===== src/rtl/fifo_pkg.sv =====
// Shared types and elaboration helpers for the synchronous FIFO.
package fifo_pkg;

    typedef enum logic {
        FIFO_STD  = 1'b0,
        FIFO_FWFT = 1'b1
    } fifo_mode_e;

    function automatic bit is_pow2(int n);
        return (n >= 2) && ((n & (n - 1)) == 0);
    endfunction

endpackage


===== src/rtl/fifo_mem.sv =====
// DEPTH x DW storage: one synchronous write port, one read port that is
// registered in FIFO_STD mode and combinational in FIFO_FWFT mode.
module fifo_mem
    import fifo_pkg::*;
#(
    parameter int         DW    = 8,
    parameter int         DEPTH = 8,
    parameter fifo_mode_e MODE  = FIFO_STD
) (
    input  logic                     clk,
    input  logic                     rst_n,
    input  logic                     we,
    input  logic [$clog2(DEPTH)-1:0] waddr,
    input  logic [DW-1:0]            wdata,
    input  logic                     re,
    input  logic [$clog2(DEPTH)-1:0] raddr,
    output logic [DW-1:0]            rdata
);

    logic [DW-1:0] mem_q [DEPTH];

    // NOTE: the array has no reset so it maps onto RAM; validity is tracked
    // by the pointers and count in the parent, never by the contents.
    always_ff @(posedge clk) begin
        if (we) mem_q[waddr] <= wdata;
    end

    if (MODE == FIFO_FWFT) begin : g_fwft
        assign rdata = mem_q[raddr];
    end else begin : g_std
        // NOTE: non-blocking assignment for every register, so all flops
        // sample pre-edge values regardless of process ordering.
        always_ff @(posedge clk or negedge rst_n) begin
            if (!rst_n)  rdata <= '0;
            else if (re) rdata <= mem_q[raddr];
        end
    end

endmodule


===== src/rtl/fifo_sync.sv =====
// Single-clock FIFO: pointers, fill count, registered flags and sticky
// overflow/underflow around a fifo_mem storage block.
module fifo_sync
    import fifo_pkg::*;
#(
    parameter int         DW     = 8,
    parameter int         DEPTH  = 8,
    parameter fifo_mode_e MODE   = FIFO_STD,
    parameter int         AF_LVL = DEPTH - 2,
    parameter int         AE_LVL = 2
) (
    input  logic                     clk,
    input  logic                     rst_n,
    input  logic                     clr,
    input  logic                     w_en,
    input  logic [DW-1:0]            w_data,
    output logic                     full,
    output logic                     almost_full,
    input  logic                     r_en,
    output logic [DW-1:0]            r_data,
    output logic                     empty,
    output logic                     almost_empty,
    output logic [$clog2(DEPTH):0]   count,
    output logic                     overflow,
    output logic                     underflow
);

    localparam int AW = $clog2(DEPTH);
    localparam int CW = AW + 1;

    if (!is_pow2(DEPTH)) begin : g_bad_depth
        $error("fifo_sync: DEPTH must be a power of two and >= 2");
    end
    if (AF_LVL < 1 || AF_LVL > DEPTH - 1) begin : g_bad_af
        $error("fifo_sync: AF_LVL must be within 1..DEPTH-1");
    end
    if (AE_LVL < 1 || AE_LVL > DEPTH - 1) begin : g_bad_ae
        $error("fifo_sync: AE_LVL must be within 1..DEPTH-1");
    end

    logic [AW-1:0] wptr_q, rptr_q;
    logic [CW-1:0] count_q, count_nxt;
    logic          full_q, afull_q, empty_q, aempty_q;
    logic          overflow_q, underflow_q;
    logic          w_fire, r_fire;
    logic [DW-1:0] mem_rdata;

    // Fires use the registered flags, so a read never frees space for a
    // same-cycle write when full, nor a write feed a same-cycle read when empty.
    assign w_fire = w_en && !full_q  && !clr;
    assign r_fire = r_en && !empty_q && !clr;

    // NOTE: default assigned first so every path drives count_nxt (no latch).
    always_comb begin
        count_nxt = count_q;
        if (w_fire && !r_fire)      count_nxt = count_q + 1'b1;
        else if (r_fire && !w_fire) count_nxt = count_q - 1'b1;
    end

    always_ff @(posedge clk or negedge rst_n) begin
        if (!rst_n) begin
            wptr_q      <= '0;
            rptr_q      <= '0;
            count_q     <= '0;
            full_q      <= 1'b0;
            afull_q     <= 1'b0;
            empty_q     <= 1'b1;
            aempty_q    <= 1'b1;
            overflow_q  <= 1'b0;
            underflow_q <= 1'b0;
        end else if (clr) begin
            wptr_q      <= '0;
            rptr_q      <= '0;
            count_q     <= '0;
            full_q      <= 1'b0;
            afull_q     <= 1'b0;
            empty_q     <= 1'b1;
            aempty_q    <= 1'b1;
            overflow_q  <= 1'b0;
            underflow_q <= 1'b0;
        end else begin
            // Pointers are exactly AW bits wide, so DEPTH-1 -> 0 wraps for free.
            if (w_fire) wptr_q <= wptr_q + 1'b1;
            if (r_fire) rptr_q <= rptr_q + 1'b1;
            count_q  <= count_nxt;
            full_q   <= (count_nxt == CW'(DEPTH));
            afull_q  <= (count_nxt >= CW'(AF_LVL));
            empty_q  <= (count_nxt == '0);
            aempty_q <= (count_nxt <= CW'(AE_LVL));
            if (w_en && full_q)  overflow_q  <= 1'b1;
            if (r_en && empty_q) underflow_q <= 1'b1;
        end
    end

    fifo_mem #(
        .DW    (DW),
        .DEPTH (DEPTH),
        .MODE  (MODE)
    ) u_mem (
        .clk   (clk),
        .rst_n (rst_n),
        .we    (w_fire),
        .waddr (wptr_q),
        .wdata (w_data),
        .re    (r_fire),
        .raddr (rptr_q),
        .rdata (mem_rdata)
    );

    // In FWFT the head word is only meaningful while non-empty; masking to
    // zero gives a defined value out of reset.
    if (MODE == FIFO_FWFT) begin : g_rd_fwft
        assign r_data = empty_q ? '0 : mem_rdata;
    end else begin : g_rd_std
        assign r_data = mem_rdata;
    end

    assign count        = count_q;
    assign full         = full_q;
    assign almost_full  = afull_q;
    assign empty        = empty_q;
    assign almost_empty = aempty_q;
    assign overflow     = overflow_q;
    assign underflow    = underflow_q;

endmodule


===== config.mk =====
export PLATFORM = sky130hd
export DESIGN_NAME = fifo_sync
export DESIGN_NICKNAME = d
export VERILOG_FILES = /design/src/rtl/fifo_pkg.sv /design/src/rtl/fifo_mem.sv /design/src/rtl/fifo_sync.sv
export SDC_FILE = /design/constraint.sdc
export NUM_CORES = 1
export LEC_CHECK = 0
export ABC_AREA = 1
export ABC_CLOCK_PERIOD_IN_PS = 2220
export CAP_MARGIN = 20
export CELL_PAD_IN_SITES_DETAIL_PLACEMENT = 0
export CELL_PAD_IN_SITES_GLOBAL_PLACEMENT = 1
export CORE_MARGIN = 4
export CORE_UTILIZATION = 30
export CTS_CLUSTER_SIZE = 40
export DETAILED_ROUTE_END_ITERATION = 16
export MAX_ROUTING_LAYER = met4
export PLACE_DENSITY = 0.56
export SLEW_MARGIN = 20
export SYNTH_ARGS = -nofsm -noshare
export SYNTH_HDL_FRONTEND = slang
export SYNTH_HIERARCHICAL = 1
export SYNTH_SLANG_ARGS = --single-unit

===== constraint.sdc =====
create_clock -name clk -period 2.22 [get_ports clk]
set_input_delay 0.333 -clock clk [delete_from_list [all_inputs] [get_ports clk]]
set_output_delay 0.333 -clock clk [all_outputs]
set_load 0.005 [all_outputs]

==> impl_metrics.csv, run 1 <==
group,metric,value,unit
logic_synthesis,synth_top_cell_by_area,"edfxtp_1",
floorplanning,initial_utilization,31.0,%
clock_network,cts_resized,0,
pwr,peakVddDrop,0.452,mV
finish,nNetsFinal,459,
detailed_routing,drc_errors,0,
critical_path,endpoint_kind,"primary output",
floorplanning,dieArea,15100,um^2
critical_path,slowest_stage,"dfstp_2",
timing,relSlewSlack,66.2,%
pwr,p_leak,2.10,nW
pwr,powerDensity,990,nW/um^2
timing,hold_violations,0,
outcome,status,"completed",
critical_path,path_delay_family,"flip-flops",
floorplanning,fp.dieW,123,um
clock_network,cts-root-buf,"clkbuf_16",
critical_path,critPathArrivalTime,1.43,ns
clock_network,cts_tree,"done",
detailed_routing,vias,2721,
logic_synthesis,syn_area_per_cell,9.89,um^2
clock_network,cts.sinks,88,
placement,io_buffers,30,
logic_synthesis,ys_seq_elements,88,
grt,grt_pass1_vias,2663,
floorplanning,coreArea,12800,um^2
grt,grt_pass1_wl,14.8,mm
logic_synthesis,synth_fp_nets,417,
detailed_routing,avgViaCountPerCell,4.40,
logic_synthesis,netlist_area,3960,um^2
critical_path,crit_fanout,4,
finish,area_growth,21.3,%
grt,met2_usage,22.0,%
detailed_routing,drt_iter0_drc,137,
timing,maxSlewViolCount,0,
floorplanning,row_count,41,
timing,fin_crit_sh,79.4,%
grt,grtUsageTotal,14.0,%
detailed_routing,drtPass1Iterations,5,
clock_network,cts_inserted_buffers,9,
clock_network,clock_latency,0.34,ns
floorplanning,die_h,123,um
floorplanning,io_pins,31,
grt,grt_use_met1,18.2,%
critical_path,reg2reg_from,"full$_DFF_PN0_",
clock_network,postCtsSetupRepairBufs,0,
timing,finalSetupViolations,0,
run,maxCapViolations,0,
logic_synthesis,synthTopCellsByArea,"edfxtp_1 (49%), dfrtp_1 (14%), nand2_1 (12%)",
grt,grt_max_degree,33,
grt,grtUsageMet3,2.53,%
finish,drive_gt1_share,9.62,%
logic_synthesis,yosys_warnings,6,
critical_path,critPathMaxStageDelay,0.58,ns
grt,busiest_layer,"met2",
clock_network,max-clock-path-buffers,2,
timing,tightestPinTransition,0.505,ns
critical_path,critPathKind,"flop to primary output",
timing,min_period,1.76,ns
grt,grt.overflow.total,0,
clock_network,clk_pin_slew,0.06,ns
detailed_routing,ant_nets,0,
logic_synthesis,syn_inst,400,
clock_network,hold_buffers,0,
critical_path,rr_worst_depth,6,
finish,stdcell_area,4800,um^2
timing,finalSetupTns,0,ns
critical_path,rr_endpoint,"u_mem/mem_q[1][7]$_DFFE_PP_",
hold_path,hold_class,"input pin to asynchronous set/reset pin",
critical_path,path_buf_inv,1,
critical_path,rrSetupSlack,0.65,ns
timing,clock_skew,0.00831,ns
critical_path,crit_chain,"clkdlybuf4s50_1",
finish,fin_util,37.6,%
grt,antenna_found_initial,0,
detailed_routing,wl,9.56,mm
logic_synthesis,synth_top_area_share,48.6,%
clock_network,cts-htree-levels,3,
logic_synthesis,seq_area_frac_synth,63.8,%
timing,max_freq,568,MHz
critical_path,cp.required,1.89,ns
placement,dp_hpwl,6.92,mm
logic_synthesis,ys_types,24,
timing,rsz0062_at_grt,"false",
placement,dpl_cell_area,4460,um^2
timing,hold_ws,0.359,ns
placement,place_congestion,0.817,
critical_path,start_kind,"flop",
finish,diodes,0,
detailed_routing,wl_per_cell,15.4,um
[final cells by class]
cell class | instances | area [um^2]
inverters | 70 | 273
clock buffers | 11 | 233
well taps | 172 | 215
fillers | 1245 | 7980
repair buffers | 44 | 405
flip-flops and latches | 88 | 2520
multi-input cells | 229 | 1040
clock inverters | 5 | 105
[metal layers]
metal | routed length [um] | vias up
li1 | - | 1362
met1 | 4540 | 1297
met2 | 4640 | 50
met3 | 225 | 12
met4 | 150 | 0
met5 | 0 | -
[worst register-to-register path, cell delays in order, from the launching register on]
cell,delay [ns]
dfrtp_1,0.40
inv_1,0.10
nand2_2,0.11
nor2_4,0.15
nand2_1,0.18
nor2_1,0.16
buf_4,0.19
[flip-flops by register name, indices dropped and copies added (netlist names)]
register,cells
u_mem/mem_q,64
u_mem/rdata,8
count,4
rptr_q,3
wptr_q,3
almost_empty,1
almost_full,1
empty,1
full,1
overflow,1
underflow,1
[worst max-delay path by stage]
stage | from | end | slack [ns] | cells after the start
2_1_floorplan | full$_DFF_PN0_ | u_mem/mem_q[1][0]$_DFFE_PP_ | 0.67 | 5
3_3_place_gp | clr | u_mem/mem_q[1][1]$_DFFE_PP_ | 0.16 | 5
3_5_place_dp | clr | u_mem/mem_q[1][0]$_DFFE_PP_ | 0.14 | 5
4_1_cts | empty$_DFF_PN1_ | empty | 0.43 | 1
5_1_grt | clr | u_mem/mem_q[1][6]$_DFFE_PP_ | 0.39 | 5
6_report | empty$_DFF_PN1_ | empty | 0.46 | 1
[kinds of logic (layout without fill, tap and decap cells)]
family / Yosys count / count (layout) / share of synthesized area (%)
flip-flops: 88 / 88 / 63.8
XOR/XNOR: 1 / 1 / 0.221
AO/OA/AOI/OAI: 11 / 11 / 1.46
adder cells (fa/ha/maj): 4 / 4 / 1.27
AND/OR/NAND/NOR: 213 / 213 / 23.4
buffers and inverters: 83 / 130 / 9.84
[cells in the final DEF (no fill, tap or decap), types with 3 or more instances in the layout]
| cell type | count |
|---|---|
| nand2_1 | 123 |
| inv_1 | 66 |
| edfxtp_1 | 64 |
| nand3_1 | 61 |
| clkdlybuf4s50_1 | 30 |
| dfrtp_1 | 22 |
| nor2_1 | 19 |
| buf_4 | 14 |
| clkbuf_16 | 9 |
| a21oi_1 | 5 |
| nand3_2 | 4 |
| o21ai_0 | 4 |
| ha_1 | 4 |
| bufinv_16 | 3 |
[per-stage QoR]
stage / cells / setup WS, ns / total power [mW]
floorplan: 400 / 0.666 / 2.71
global placement: 603 / 0.158 / 3.11
detailed placement: 603 / 0.137 / 3.10
CTS: 619 / 0.430 / 4.82
global route: 619 / 0.392 / 5.01
finish: 619 / 0.458 / 4.75
[cell usage after synthesis]
cell type and number:
o21a_1 1, ha_1 4, buf_2 3, buf_6 7
nand3_1 61, dfstp_2 2, a21oi_1 5, nor3_1 1
o21ai_1 1, edfxtp_1 64, inv_2 2, dfrtp_1 22
nand2_2 2, nor2_4 2, inv_1 66, xnor2_1 1
nor2_2 1, inv_8 1, nand3_2 4, o21ai_0 4
nand2_1 123, buf_4 3, inv_4 1, nor2_1 19
[where the power goes]
group,switching (mW),leakage (nW),internal (mW)
Sequential,0.0966,0.887,1.90
Combinational,0.633,1.06,0.424
Clock,0.597,0.156,1.10
Total,1.33,2.10,3.42
Note: power is estimated with default switching activity, not from simulation.
==> inputs of run 2 (changes only) <==
Settings changed: ABC_CLOCK_PERIOD_IN_PS 2220 to 1750.
Clock period 2.22 ns to 1.75 ns, I/O delays scaled along.
==> impl_metrics.csv, run 2 (synthesis gave the netlist of run 1 again) <==
group,metric,value,unit
placement,place_congestion,0.775,
finish,layout_common_cells,"nand2_1 (123), inv_1 (66), edfxtp_1 (64)",
finish,largest_reg_flops,64,
finish,area_growth,22.1,%
critical_path,critPathArrivalTime,1.43,ns
clock_network,cts_tree,"done",
critical_path,crit_fanout,4,
critical_path,endpoint_kind,"primary output",
clock_network,max-clock-path-buffers,2,
grt,grt_pass1_vias,2739,
timing,clock_skew,0.00909,ns
clock_network,hold_buffers,0,
grt,antenna_found_initial,0,
detailed_routing,wl_per_cell,14.4,um
clock_network,postCtsSetupRepairBufs,0,
pwr,powerDensity,1160,nW/um^2
critical_path,path_delay_family,"flip-flops",
detailed_routing,avgViaCountPerCell,4.29,
timing,rsz0062_at_grt,"false",
finish,register_area,2520,um^2
timing,tightestPinTransition,0.382,ns
detailed_routing,wl,9.11,mm
timing,relSlewSlack,74.5,%
floorplanning,fp.dieW,123,um
detailed_routing,drc_errors,0,
critical_path,start_kind,"flop",
grt,busiest_layer,"met2",
timing,min_period,1.69,ns
floorplanning,row_count,41,
detailed_routing,ant_nets,0,
critical_path,crit_end,"empty",
grt,grt_use_met1,17.4,%
clock_network,cts-root-buf,"clkbuf_16",
pwr,p_leak,2.14,nW
finish,finalNonFillerCells,632,
placement,place_ws,-0.0361,ns
finish,drive_gt1_share,12.4,%
clock_network,cts.sinks,88,
critical_path,reg2reg_from,"full$_DFF_PN0_",
pwr,p_total,5.59,mW
clock_network,cts-htree-levels,3,
detailed_routing,drt_iter0_drc,160,
detailed_routing,drtPass1Iterations,4,
timing,hold_violations,0,
clock_network,clk_pin_slew,0.06,ns
placement,dp_hpwl,6.43,mm
clock_network,cts_inserted_buffers,9,
critical_path,cp.depth,1,
floorplanning,io_pins,31,
timing,setup_ws,0.0553,ns
finish,final_common_cell,"nand2_1",
critical_path,slowest_stage,"dfstp_2",
pwr,peakVddDrop,0.407,mV
placement,io_buffers,30,
run,maxCapViolations,0,
grt,grtUsageMet3,3.04,%
grt,grt_max_degree,33,
floorplanning,coreArea,12800,um^2
critical_path,rrSetupSlack,0.28,ns
finish,multiInputGateArea,1040,um^2
outcome,status,"completed",
floorplanning,initial_utilization,31.0,%
timing,maxSlewViolCount,0,
critical_path,critPathMaxStageDelay,0.58,ns
finish,max_flop_register,"u_mem/mem_q",
finish,nNetsFinal,472,
critical_path,crit_chain,"clkdlybuf4s50_1",
grt,met2_usage,21.6,%
placement,dp.cells,616,
grt,grt_pass1_wl,14.8,mm
critical_path,startpoint,"empty$_DFF_PN1_",
timing,max_freq,590,MHz
timing,finalSetupViolations,0,
grt,grtUsageTotal,13.8,%
finish,diodes,0,
clock_network,clock_latency,0.34,ns
floorplanning,dieArea,15100,um^2
clock_network,cts_resized,0,
hold_path,hold_class,"input pin to asynchronous set/reset pin",
finish,fillCellCount,1279,
critical_path,path_buf_inv,1,
floorplanning,die_h,123,um
detailed_routing,vias,2714,
grt,grt.overflow.total,0,
critical_path,rr_endpoint,"u_mem/mem_q[6][5]$_DFFE_PP_",
timing,fin_crit_sh,96.8,%
critical_path,critPathKind,"flop to primary output",
critical_path,cp.required,1.49,ns
critical_path,rr_worst_depth,6,
[run 2: worst min path at each step]
| stage | startpoint | end | slack (ns) | cells after the start |
|---|---|---|---|---|
| 2_1_floorplan | rst_n | almost_full$_DFF_PN0_ | -0.03 | 0 |
| 3_3_place_gp | u_mem/rdata[0]$_DFFE_PN0P_ | u_mem/rdata[0]$_DFFE_PN0P_ | 0.47 | 2 |
| 3_5_place_dp | u_mem/rdata[5]$_DFFE_PN0P_ | u_mem/rdata[5]$_DFFE_PN0P_ | 0.47 | 2 |
| 4_1_cts | rst_n | u_mem/rdata[5]$_DFFE_PN0P_ | 0.29 | 2 |
| 5_1_grt | rst_n | u_mem/rdata[5]$_DFFE_PN0P_ | 0.31 | 2 |
| 6_report | rst_n | u_mem/rdata[5]$_DFFE_PN0P_ | 0.28 | 2 |
[run 2: per-stage QoR]
stage               cell area (um^2)  TNS, ns  utilization [%]  hold WS (ns)
floorplan                       3960        0                -       -0.0331
global placement                4560  -0.0379             35.7         0.468
detailed placement              4560  -0.0443             35.7         0.472
CTS                             4830        0             37.8         0.288
global route                    4830        0             37.8         0.313
finish                          4830        0             37.8         0.282
[run 2: routing by layer]
layer  routed length (um)  vias up
met1                 4370     1282
met5                    0        -
met3                  199       13
li1                     -     1388
met2                 4360       31
met4                  178        0
[run 2: cell type report]
cell class              instances  area share, %
flip-flops and latches         88           52.3
repair buffers                 57           10.4
clock buffers                  10           4.74
well taps                     172           4.45
inverters                      70           5.65
clock inverters                 6          0.932
multi-input cells             229           21.5
[run 2: worst register-to-register path: cells and delay by family (launching register included)]
family / cells / cell delay, ns
buffers and inverters: 2 / 0.29
DFF: 1 / 0.40
and+or+nand+nor: 4 / 0.50
[run 2: power by group]
| group | total (mW) | switching, mW | internal, mW |
|---|---|---|---|
| Sequential | 2.51 | 0.102 | 2.41 |
| Combinational | 1.33 | 0.775 | 0.558 |
| Clock | 1.75 | 0.785 | 0.966 |
| Total | 5.59 | 1.66 | 3.93 |
